<file path="src/rtl/noc_tx_packetiser_pkg.sv">
// Shared definitions for the NoC packetisers: controller state encodings and
// the counter-width helper used to size buffer pointers.
package noc_tx_packetiser_pkg;

  localparam logic [0:0] STATE_COLLECT = 1'b0;
  localparam logic [0:0] STATE_SEND    = 1'b1;

  // Bits needed to hold values 0..value-1, never less than one bit.
  function automatic int unsigned clog2_min1(input int unsigned value);
    int unsigned result;
    result = 0;
    for (int i = 0; i < 32; i++) begin
      if ((64'd1 << i) < 64'(value)) begin
        result = i + 1;
      end
    end
    return (result == 0) ? 1 : result;
  endfunction

endpackage

</file>
<file path="src/rtl/noc_tx_packetiser_if.sv">
// Core-write and router-injection signals of the transmit packetiser.
// master: the core/router environment, slave: the packetiser.
interface noc_tx_packetiser_if #(
  parameter int unsigned COORD_BITS = 1,
  parameter int unsigned DATA_WIDTH = 32
);

  logic [COORD_BITS-1:0] x_coord_in;
  logic                  x_coord_valid;
  logic [COORD_BITS-1:0] y_coord_in;
  logic                  y_coord_valid;
  logic [DATA_WIDTH-1:0] message_in;
  logic                  message_valid;
  logic                  packet_complete;
  logic                  message_ready;
  logic [DATA_WIDTH-1:0] flit_data;
  logic [COORD_BITS-1:0] flit_x_dest;
  logic [COORD_BITS-1:0] flit_y_dest;
  logic                  flit_last;
  logic                  flit_valid;
  logic                  flit_ready;
  logic                  busy;
  logic                  drop_err;

  modport master (
    output x_coord_in, x_coord_valid, y_coord_in, y_coord_valid,
    output message_in, message_valid, packet_complete, flit_ready,
    input  message_ready, flit_data, flit_x_dest, flit_y_dest,
    input  flit_last, flit_valid, busy, drop_err
  );

  modport slave (
    input  x_coord_in, x_coord_valid, y_coord_in, y_coord_valid,
    input  message_in, message_valid, packet_complete, flit_ready,
    output message_ready, flit_data, flit_x_dest, flit_y_dest,
    output flit_last, flit_valid, busy, drop_err
  );

endinterface

</file>
<file path="src/rtl/noc_tx_packetiser.sv">
// Transmit packetiser: buffers destination and message words from the core,
// then injects them into the Hoplite router one flit per accepted handshake.
module noc_tx_packetiser
  import noc_tx_packetiser_pkg::*;
#(
  parameter int unsigned COORD_BITS       = 1,
  parameter int unsigned DATA_WIDTH       = 32,
  parameter int unsigned MAX_PACKET_WORDS = 8
) (
  input logic               clk,
  input logic               reset_n,
  noc_tx_packetiser_if.slave bus
);

  localparam int unsigned CNT_W = clog2_min1(MAX_PACKET_WORDS + 1);
  localparam int unsigned IDX_W = clog2_min1(MAX_PACKET_WORDS);
  localparam logic [CNT_W-1:0] MAX_COUNT = CNT_W'(MAX_PACKET_WORDS);

  logic [0:0]            r_state, w_state_next;
  logic [CNT_W-1:0]      r_count, w_count_next;
  logic [IDX_W-1:0]      r_idx, w_idx_next;
  logic [COORD_BITS-1:0] r_x_dest, w_x_dest_next;
  logic [COORD_BITS-1:0] r_y_dest, w_y_dest_next;
  logic                  r_drop_err, w_drop_err_next;
  logic [DATA_WIDTH-1:0] r_buf [MAX_PACKET_WORDS];

  logic                  w_busy;
  logic                  w_count_full;
  logic                  w_flit_last;
  logic                  w_any_strobe;
  logic                  w_buf_we;
  logic [IDX_W-1:0]      w_wr_ptr;

  assign w_busy       = (r_state == STATE_SEND);
  assign w_count_full = (r_count == MAX_COUNT);
  assign w_wr_ptr     = r_count[IDX_W-1:0];
  assign w_flit_last  = w_busy && (CNT_W'(r_idx) == (r_count - CNT_W'(1)));
  assign w_any_strobe = bus.message_valid | bus.x_coord_valid | bus.y_coord_valid |
                        bus.packet_complete;

  always_comb begin
    w_state_next    = r_state;
    w_count_next    = r_count;
    w_idx_next      = r_idx;
    w_x_dest_next   = r_x_dest;
    w_y_dest_next   = r_y_dest;
    w_drop_err_next = r_drop_err;
    w_buf_we        = 1'b0;

    case (r_state)
      STATE_COLLECT: begin
        if (bus.x_coord_valid) w_x_dest_next = bus.x_coord_in;
        if (bus.y_coord_valid) w_y_dest_next = bus.y_coord_in;
        if (bus.message_valid) begin
          if (!w_count_full) begin
            w_buf_we     = 1'b1;
            w_count_next = r_count + CNT_W'(1);
          end else begin
            w_drop_err_next = 1'b1;
          end
        end
        // Length includes a word written in the same cycle as the strobe.
        if (bus.packet_complete && (w_count_next != '0)) begin
          w_idx_next   = '0;
          w_state_next = STATE_SEND;
        end
      end
      STATE_SEND: begin
        if (w_any_strobe) w_drop_err_next = 1'b1;
        if (bus.flit_ready) begin
          if (w_flit_last) begin
            w_count_next = '0;
            w_idx_next   = '0;
            w_state_next = STATE_COLLECT;
          end else begin
            w_idx_next = r_idx + IDX_W'(1);
          end
        end
      end
      default: w_state_next = STATE_COLLECT;
    endcase
  end

  always_ff @(posedge clk) begin
    if (!reset_n) begin
      r_state    <= STATE_COLLECT;
      r_count    <= '0;
      r_idx      <= '0;
      r_x_dest   <= '0;
      r_y_dest   <= '0;
      r_drop_err <= 1'b0;
    end else begin
      r_state    <= w_state_next;
      r_count    <= w_count_next;
      r_idx      <= w_idx_next;
      r_x_dest   <= w_x_dest_next;
      r_y_dest   <= w_y_dest_next;
      r_drop_err <= w_drop_err_next;
    end
  end

  // Payload storage needs no reset; the output is gated while idle.
  always_ff @(posedge clk) begin
    if (w_buf_we) r_buf[w_wr_ptr] <= bus.message_in;
  end

  assign bus.message_ready = !w_busy && !w_count_full;
  assign bus.busy          = w_busy;
  assign bus.flit_valid    = w_busy;
  assign bus.flit_last     = w_flit_last;
  assign bus.flit_data     = w_busy ? r_buf[r_idx] : '0;
  assign bus.flit_x_dest   = r_x_dest;
  assign bus.flit_y_dest   = r_y_dest;
  assign bus.drop_err      = r_drop_err;

endmodule
</file>
<file path="src/flat_wrapper.sv">
// flat-port wrapper written by rule: the top's interface ports become plain ports
module noc_tx_packetiser_flat import noc_tx_packetiser_pkg::*;
#(
  parameter int unsigned COORD_BITS       = 1,
  parameter int unsigned DATA_WIDTH       = 32,
  parameter int unsigned MAX_PACKET_WORDS = 8
)
  (clk, reset_n, bus_x_coord_in, bus_x_coord_valid, bus_y_coord_in, bus_y_coord_valid, bus_message_in, bus_message_valid, bus_packet_complete, bus_flit_ready, bus_message_ready, bus_flit_data, bus_flit_x_dest, bus_flit_y_dest, bus_flit_last, bus_flit_valid, bus_busy, bus_drop_err);
  noc_tx_packetiser_if #(.COORD_BITS(COORD_BITS), .DATA_WIDTH(DATA_WIDTH)) bus_i ();
  input logic clk;
  input logic reset_n;
  input wire logic [$bits(bus_i.x_coord_in)-1:0] bus_x_coord_in;
  input wire logic [$bits(bus_i.x_coord_valid)-1:0] bus_x_coord_valid;
  input wire logic [$bits(bus_i.y_coord_in)-1:0] bus_y_coord_in;
  input wire logic [$bits(bus_i.y_coord_valid)-1:0] bus_y_coord_valid;
  input wire logic [$bits(bus_i.message_in)-1:0] bus_message_in;
  input wire logic [$bits(bus_i.message_valid)-1:0] bus_message_valid;
  input wire logic [$bits(bus_i.packet_complete)-1:0] bus_packet_complete;
  input wire logic [$bits(bus_i.flit_ready)-1:0] bus_flit_ready;
  output wire logic [$bits(bus_i.message_ready)-1:0] bus_message_ready;
  output wire logic [$bits(bus_i.flit_data)-1:0] bus_flit_data;
  output wire logic [$bits(bus_i.flit_x_dest)-1:0] bus_flit_x_dest;
  output wire logic [$bits(bus_i.flit_y_dest)-1:0] bus_flit_y_dest;
  output wire logic [$bits(bus_i.flit_last)-1:0] bus_flit_last;
  output wire logic [$bits(bus_i.flit_valid)-1:0] bus_flit_valid;
  output wire logic [$bits(bus_i.busy)-1:0] bus_busy;
  output wire logic [$bits(bus_i.drop_err)-1:0] bus_drop_err;
  assign bus_i.x_coord_in = bus_x_coord_in;
  assign bus_i.x_coord_valid = bus_x_coord_valid;
  assign bus_i.y_coord_in = bus_y_coord_in;
  assign bus_i.y_coord_valid = bus_y_coord_valid;
  assign bus_i.message_in = bus_message_in;
  assign bus_i.message_valid = bus_message_valid;
  assign bus_i.packet_complete = bus_packet_complete;
  assign bus_i.flit_ready = bus_flit_ready;
  assign bus_message_ready = bus_i.message_ready;
  assign bus_flit_data = bus_i.flit_data;
  assign bus_flit_x_dest = bus_i.flit_x_dest;
  assign bus_flit_y_dest = bus_i.flit_y_dest;
  assign bus_flit_last = bus_i.flit_last;
  assign bus_flit_valid = bus_i.flit_valid;
  assign bus_busy = bus_i.busy;
  assign bus_drop_err = bus_i.drop_err;
  noc_tx_packetiser #(.COORD_BITS(COORD_BITS), .DATA_WIDTH(DATA_WIDTH), .MAX_PACKET_WORDS(MAX_PACKET_WORDS)) u_core (.clk(clk), .reset_n(reset_n), .bus(bus_i));
endmodule
</file>
<file path="config.mk">
export PLATFORM = sky130hd
export DESIGN_NAME = noc_tx_packetiser_flat
export DESIGN_NICKNAME = d
export VERILOG_FILES = /design/src/rtl/noc_tx_packetiser_pkg.sv /design/src/rtl/noc_tx_packetiser_if.sv /design/src/rtl/noc_tx_packetiser.sv /design/src/flat_wrapper.sv
export SDC_FILE = /design/constraint.sdc
export NUM_CORES = 1
export LEC_CHECK = 0
export CAP_MARGIN = 20
export CORE_ASPECT_RATIO = 0.9
export CORE_MARGIN = 3
export CORE_UTILIZATION = 40
export CTS_BUF_LIST = sky130_fd_sc_hd__clkbuf_4 sky130_fd_sc_hd__clkbuf_8
export DETAILED_ROUTE_END_ITERATION = 8
export PLACE_DENSITY = 0.57
export SYNTH_ARGS = -nofsm -noshare
export SYNTH_HDL_FRONTEND = slang
export SYNTH_SLANG_ARGS = --single-unit
</file>
<file path="constraint.sdc">
create_clock -name clk -period 9.3 [get_ports clk]
set_clock_uncertainty 0.15 [all_clocks]
set_input_delay 1.395 -clock clk [delete_from_list [all_inputs] [get_ports clk]]
set_output_delay 1.395 -clock clk [all_outputs]
set_load 0.02 [all_outputs]
</file>
==> flow_summary.toml, run 1 <==
[status]
status = "completed"

[routing]
via_count = 5139
initial_drc_count = 325
detail_route.wl_per_cell_microns = 22.0
post_drt_via_cell_ratio = 5.18
drcViolationCount = 0
route.final.wire_length_microns = 21800
top_layer_used = "met5"
routedLengthMet1_microns = 9290
remaining_antenna_violation_count_after_routing = 0
detailroute.wirelength.met3_microns = 1420
routed-wl-met2_microns = 10800
dr.pass1.iters = 4

[clock_tree]
cts.reportedPaths.clkPinSlew_ps = 60
cts.root.buffer_cell = "sky130_fd_sc_hd__clkbuf_8"
cts_max_path_buffers = 3
worst_skew_pair.late_latency_ps = 520
ctsResizeCount = 0
cts-buffers-inserted = 43
cts_tree = "built"
number_of_hold_buffers_added_after_cts = 0
htree_num_levels = 2
post_cts_buffers = 0
clock-sinks = 270

[sta]
max-slew-margin-rel_pct = 54.0
period_share_pct = 51.2
layout_min_cycle_time_ps = 4760
max_freq_ghz = 0.210
final-hold-violation-count = 0
rsz0062_at_grt = "no"
setup_viol_count_final = 0
measured_slew_at_the_worst_slew_check_pin_ps = 691
timing.final.max_slew_violations = 0
setup_total_negative_slack_ps = 0

[critical_path]
critical_path.endpoint_type = "output port"
worstPathArrival_ps = 3210
worst-path-max-fanout = 40
slowest_delay_ps = 770
path_cells = "buf_4 -> mux4_2 -> mux2i_1 -> nor2_1 -> clkdlybuf4s50_1"
ff2ff_path_depth = 8
critical_path.reg2reg.endpoint = "u_core.r_buf[2][1]"
cp_slowest_cell = "sky130_fd_sc_hd__dfxtp_2"
crit_end = "bus_flit_data[29]"
startpoint_types = "flip-flop"
timing.reg2reg.setup_slack_ps = 5880
worst_r2r_startpoint = "u_core.r_count[1]"
timing.critical_path.required_ps = 7760
worst-setup-path-type = "flip-flop to output port"

[synth]
synth_largest_type_area_fraction_pct = 73.1
synth_fp_nets = 558
ys_ff_latch = 270
synthXorXnorAreaFrac_pct = 0.250
synth_top_cells_by_area = "sky130_fd_sc_hd__edfxtp_1 73%, sky130_fd_sc_hd__mux4_2 14%, sky130_fd_sc_hd__mux2i_1 3.1%"
main_combinational_cell_family_by_area_after_synthesis = "multiplexers"
synthArstFlopShare_pct = 0
synthSimpleGateAreaFrac_pct = 3.14
synthCells = 513
synth.cells.most_frequent = "256 x sky130_fd_sc_hd__edfxtp_1, 64 x sky130_fd_sc_hd__mux4_2, 46 x sky130_fd_sc_hd__nor2_1, 33 x sky130_fd_sc_hd__mux2i_1, 15 x sky130_fd_sc_hd__nand2_1"
yosys-mux-area-fraction_pct = 17.0
synth-seq-area-share_pct = 75.8
synth_enable_flop_cells = 256
postSynthAreaPerCell_sq_um = 20.5
netlist_area_sq_mm = 0.0105
synth_compound_area_share_pct = 1.98
post-synth-top-count-cell = "sky130_fd_sc_hd__edfxtp_1"
synth.distinct_cells = 39
ys_dominant_reg_cell = "sky130_fd_sc_hd__edfxtp_1"
synth-warning-count = 0
synth-adder-area-share_pct = 0.476
leading_area_contributor_after_synthesis = "sky130_fd_sc_hd__edfxtp_1"

[grt]
grt_antenna_before_repair = 1
globalRouteTotalUtil_pct = 15.8
grt_max_degree = 53
grt_remaining_overflow = 0
via_count_of_the_first_global_routing_pass = 5647
global_route_wire_length_before_repair_microns = 33600

[placement]
finalWeightedCongestion = 0.768
dpl_wire_length_microns = 12000
placement.io_buffers = 79
placement_cell_area_sq_mm = 0.0118

[floorplan]
start_util_pct = 41.3
die_height_microns = 160
fp.dieArea_sq_mm = 0.0283
die_x_microns = 177
boundaryPins = 80
core.rowCount = 55
placeable_core_region_sq_mm = 0.0255

[finish]
synthToLayoutAreaGrowth_pct = 19.5
num-fill-cells = 2112
final_core_util_pct = 49.3
layout.cell_area.non_filler_sq_mm = 0.0126
fin_nets = 666
antenna-diode-count = 0
drive_above_1_share_pct = 23.8

[pwr]
vdd_ir_drop_max_mv = 0.119
leakage_nw = 3.85
power_per_cell_area_mw_per_mm2 = 200

[min_path]
worst_hold_startpoint = "u_core.bus.drop_err"
hold_path.class = "flip-flop to flip-flop"

[job]
drv_cap = 0
cells in the final DEF (no fill, tap or decap), types with 12 or more instances in the layout:
master	n
sky130_fd_sc_hd__edfxtp_1	256
sky130_fd_sc_hd__clkdlybuf4s50_1	79
sky130_fd_sc_hd__mux4_2	64
sky130_fd_sc_hd__clkbuf_8	43
sky130_fd_sc_hd__nor2_1	40
sky130_fd_sc_hd__mux2i_1	33
sky130_fd_sc_hd__nand2_1	15
sky130_fd_sc_hd__clkbuf_4	14
sky130_fd_sc_hd__clkinv_1	12
sky130_fd_sc_hd__buf_4	12
report_power, final:
part / switching [mW] / leakage, nW / internal, mW / total, mW
Sequential: 0.0142 / 2.44 / 1.36 / 1.38
Combinational: 0.117 / 0.999 / 0.102 / 0.219
Clock: 0.431 / 0.414 / 0.486 / 0.918
Total: 0.563 / 3.85 / 1.95 / 2.51
worst max-delay path, delay by kind of cell, from the launching register on:
| kind | cells | cell delay (ps) |
|---|---|---|
| buffers and inverters | 2 | 1160 |
| and+or+nand+nor | 1 | 70 |
| DFF | 1 | 770 |
| muxes | 2 | 670 |
per-layer routing:
metal | up-vias | GRT usage, %
met1 | 2645 | 21.7
met2 | 149 | 25.8
met4 | 2 | 4.18
li1 | 2311 | -
met5 | - | 0
met3 | 32 | 3.54
sequential cells by signal, summed over array words and instances, names as in the netlist, named ones only:
name                    cells
u_core.r_buf              256
u_core.r_count              4
u_core.r_idx                3
u_core.bus.busy             1
u_core.bus.drop_err         1
u_core.bus.flit_x_dest      1
u_core.bus.flit_y_dest      1
worst min-delay path by stage:
stage / end / slack [ps] / cells after the start
after floorplan: u_core.r_count[3] / 350 / 1
after global placement: u_core.bus.drop_err / 360 / 2
after detailed placement: u_core.bus.drop_err / 360 / 2
after CTS: u_core.bus.drop_err / 380 / 2
after global routing: u_core.bus.drop_err / 400 / 2
final: u_core.bus.drop_err / 380 / 2
through the flow:
step	std cells	setup slack (ps)	power, mW	hold WS [ps]
2_1_floorplan	513	4390	1.53	347
3_3_place_gp	917	4730	1.62	355
3_5_place_dp	917	4750	1.62	364
4_1_cts	992	4160	2.55	377
5_1_grt	993	4320	2.62	404
6_report	993	4540	2.51	379
area by class of cell:
class | instances | area (sq um) | area share [%]
Multi-Input combinational cell | 209 | 2450 | 19.5
Clock inverter | 18 | 78.8 | 0.628
Timing Repair Buffer | 92 | 908 | 7.23
Clock buffer | 57 | 697 | 5.55
Sequential cell | 270 | 7970 | 63.5
Tap cell | 342 | 428 | 3.41
Inverter | 5 | 18.8 | 0.149
cell families after synthesis:
group           count (synthesis)
flops                         270
mux                            98
simple gates                   77
buf+inv                        34
compound gates                 27
fa+ha+maj                       4
xor+xnor                        3
No activity file was read; power rests on OpenSTA's default activity.
==> run 2: changes to the inputs <==
- clock period: 9.3 -> 4.65 ns (I/O delays scaled with it)
==> run 2 against run 1 <==
  * Non-clock buffer count rose by 4
  * Hold slack improved by 29 ps
  * Via count rose by 0.82%
==> flow_summary.toml, run 2 (same netlist as run 1, synthesis figures left out) <==
[placement]
finalWeightedCongestion = 0.746
minimum_setup_slack_after_placement_ps = 1090
placement_cell_area_sq_mm = 0.0118
dpl_wire_length_microns = 12200
placement.io_buffers = 79

[finish]
final_common_cell = "sky130_fd_sc_hd__edfxtp_1"
regMostFlops = "u_core.r_buf"
synthToLayoutAreaGrowth_pct = 20.3
number_of_flip_flops_under_the_largest_register_name = 256
fin_nets = 671
most_frequent_cells_in_the_layout = "256 x sky130_fd_sc_hd__edfxtp_1, 79 x sky130_fd_sc_hd__clkdlybuf4s50_1, 64 x sky130_fd_sc_hd__mux4_2"
drive_above_1_share_pct = 23.9
registers_with_the_most_flip_flops = "u_core.r_buf (256), u_core.r_count (4), u_core.r_idx (3)"
layout.cell_area.non_filler_sq_mm = 0.0126
num-fill-cells = 2117
antenna-diode-count = 0

[critical_path]
slowest_delay_ps = 740
worstPathArrival_ps = 3200
path_cells = "clkinv_1 -> buf_4 -> nor2_1 -> clkdlybuf4s50_1"
worst-path-max-fanout = 23
critical_path.endpoint_type = "output port"
startpoint_types = "flip-flop"
timing.critical_path.required_ps = 3800
worst-setup-path-type = "flip-flop to output port"
cp_slowest_cell = "sky130_fd_sc_hd__clkinv_1"

[routing]
route.final.wire_length_microns = 21500
initial_drc_count = 379
post_drt_via_cell_ratio = 5.19
dr.pass1.iters = 5
via_count = 5181
remaining_antenna_violation_count_after_routing = 0
detail_route.wl_per_cell_microns = 21.5
drcViolationCount = 0

[grt]
via_count_of_the_first_global_routing_pass = 5790
global_route_wire_length_before_repair_microns = 33900
globalRouteTotalUtil_pct = 15.7
grt_antenna_before_repair = 0
grt_remaining_overflow = 0
grt_max_degree = 45

[clock_tree]
cts_max_path_buffers = 3
cts_tree = "built"
cts-buffers-inserted = 44
cts.reportedPaths.clkPinSlew_ps = 50
ctsResizeCount = 0
number_of_hold_buffers_added_after_cts = 0
clock-sinks = 270
cts.root.buffer_cell = "sky130_fd_sc_hd__clkbuf_8"
post_cts_buffers = 0
htree_num_levels = 2
worst_skew_pair.late_latency_ps = 540

[job]
drv_cap = 0

[floorplan]
placeable_core_region_sq_mm = 0.0255
core.rowCount = 55
fp.dieArea_sq_mm = 0.0283
die_height_microns = 160
boundaryPins = 80
die_x_microns = 177
start_util_pct = 41.3

[sta]
layout_min_cycle_time_ps = 4040
max_freq_ghz = 0.247
rsz0062_at_grt = "no"
setup_viol_count_final = 0
final-hold-violation-count = 0
period_share_pct = 87.0
setup_total_negative_slack_ps = 0
setup_slack_ps = 607
timing.final.max_slew_violations = 0
max-slew-margin-rel_pct = 44.2
measured_slew_at_the_worst_slew_check_pin_ps = 837

[min_path]
hold_path.class = "flip-flop to flip-flop"

[pwr]
vdd_ir_drop_max_mv = 0.239
leakage_nw = 3.89
finalPower_mw = 5.15
power_per_cell_area_mw_per_mm2 = 407

[status]
status = "completed"
## run 2: cell types whose count changed in the layout (fill, tap and decap cells not counted)
cell / before / now
sky130_fd_sc_hd__clkbuf_8: 43 / 44
sky130_fd_sc_hd__buf_12: 0 / 2
sky130_fd_sc_hd__buf_4: 12 / 15
sky130_fd_sc_hd__inv_6: 0 / 1
sky130_fd_sc_hd__clkinv_1: 12 / 16
sky130_fd_sc_hd__bufinv_16: 0 / 2
sky130_fd_sc_hd__clkbuf_4: 14 / 9
sky130_fd_sc_hd__buf_16: 1 / 0
sky130_fd_sc_hd__clkinv_2: 6 / 5
## run 2: per-stage QoR
| stage | std cells | hold WS [ps] | utilization (%) |
|---|---|---|---|
| after floorplan | 513 | 347 | - |
| after global placement | 922 | 360 | 46.4 |
| after detailed placement | 922 | 397 | 46.4 |
| after CTS | 999 | 405 | 49.7 |
| after global routing | 999 | 455 | 49.7 |
| final | 999 | 408 | 49.7 |
## run 2: power breakdown
part           switching (mW)  internal [mW]  total, mW
logic                   0.235          0.206      0.441
registers              0.0333           2.73       2.76
clock network           0.883           1.07       1.95
## run 2: final cells by class
cell class	count	area, sq um	share of cell area, %
Clock buffer	53	673	5.32
Clock inverter	24	158	1.25
Inverter	5	18.8	0.148
Multi-Input combinational cell	209	2450	19.4
Sequential cell	270	7970	63.0
Tap cell	342	428	3.38
Timing Repair Buffer	96	943	7.46
## run 2: final timing paths
path | start | endpoint | slack (ps) | cells after the start
worst max-delay path | u_core.bus.busy | bus_flit_data[19] | 610 | 4
worst min-delay path | u_core.bus.drop_err | u_core.bus.drop_err | 410 | 2
worst max register to register | u_core.r_count[1] | u_core.r_buf[2][14] | 1390 | 8
worst min register to register | u_core.bus.drop_err | u_core.bus.drop_err | 410 | 2
## run 2: critical path: cells and delay by family (launching register included)
kind | cells | cell delay, ps
buffers and inverters | 3 | 1860
AND/OR/NAND/NOR | 1 | 170
flip-flops | 1 | 620
## run 2: routing by layer
layer  wire length [microns]  global-route usage (%)  up-vias
li1                        -                       -     2321
met1                    9430                    21.8     2707
met2                   10700                    25.3      128
met3                    1130                    4.02       25
met4                     259                    3.68        0
met5                       0                       0        -
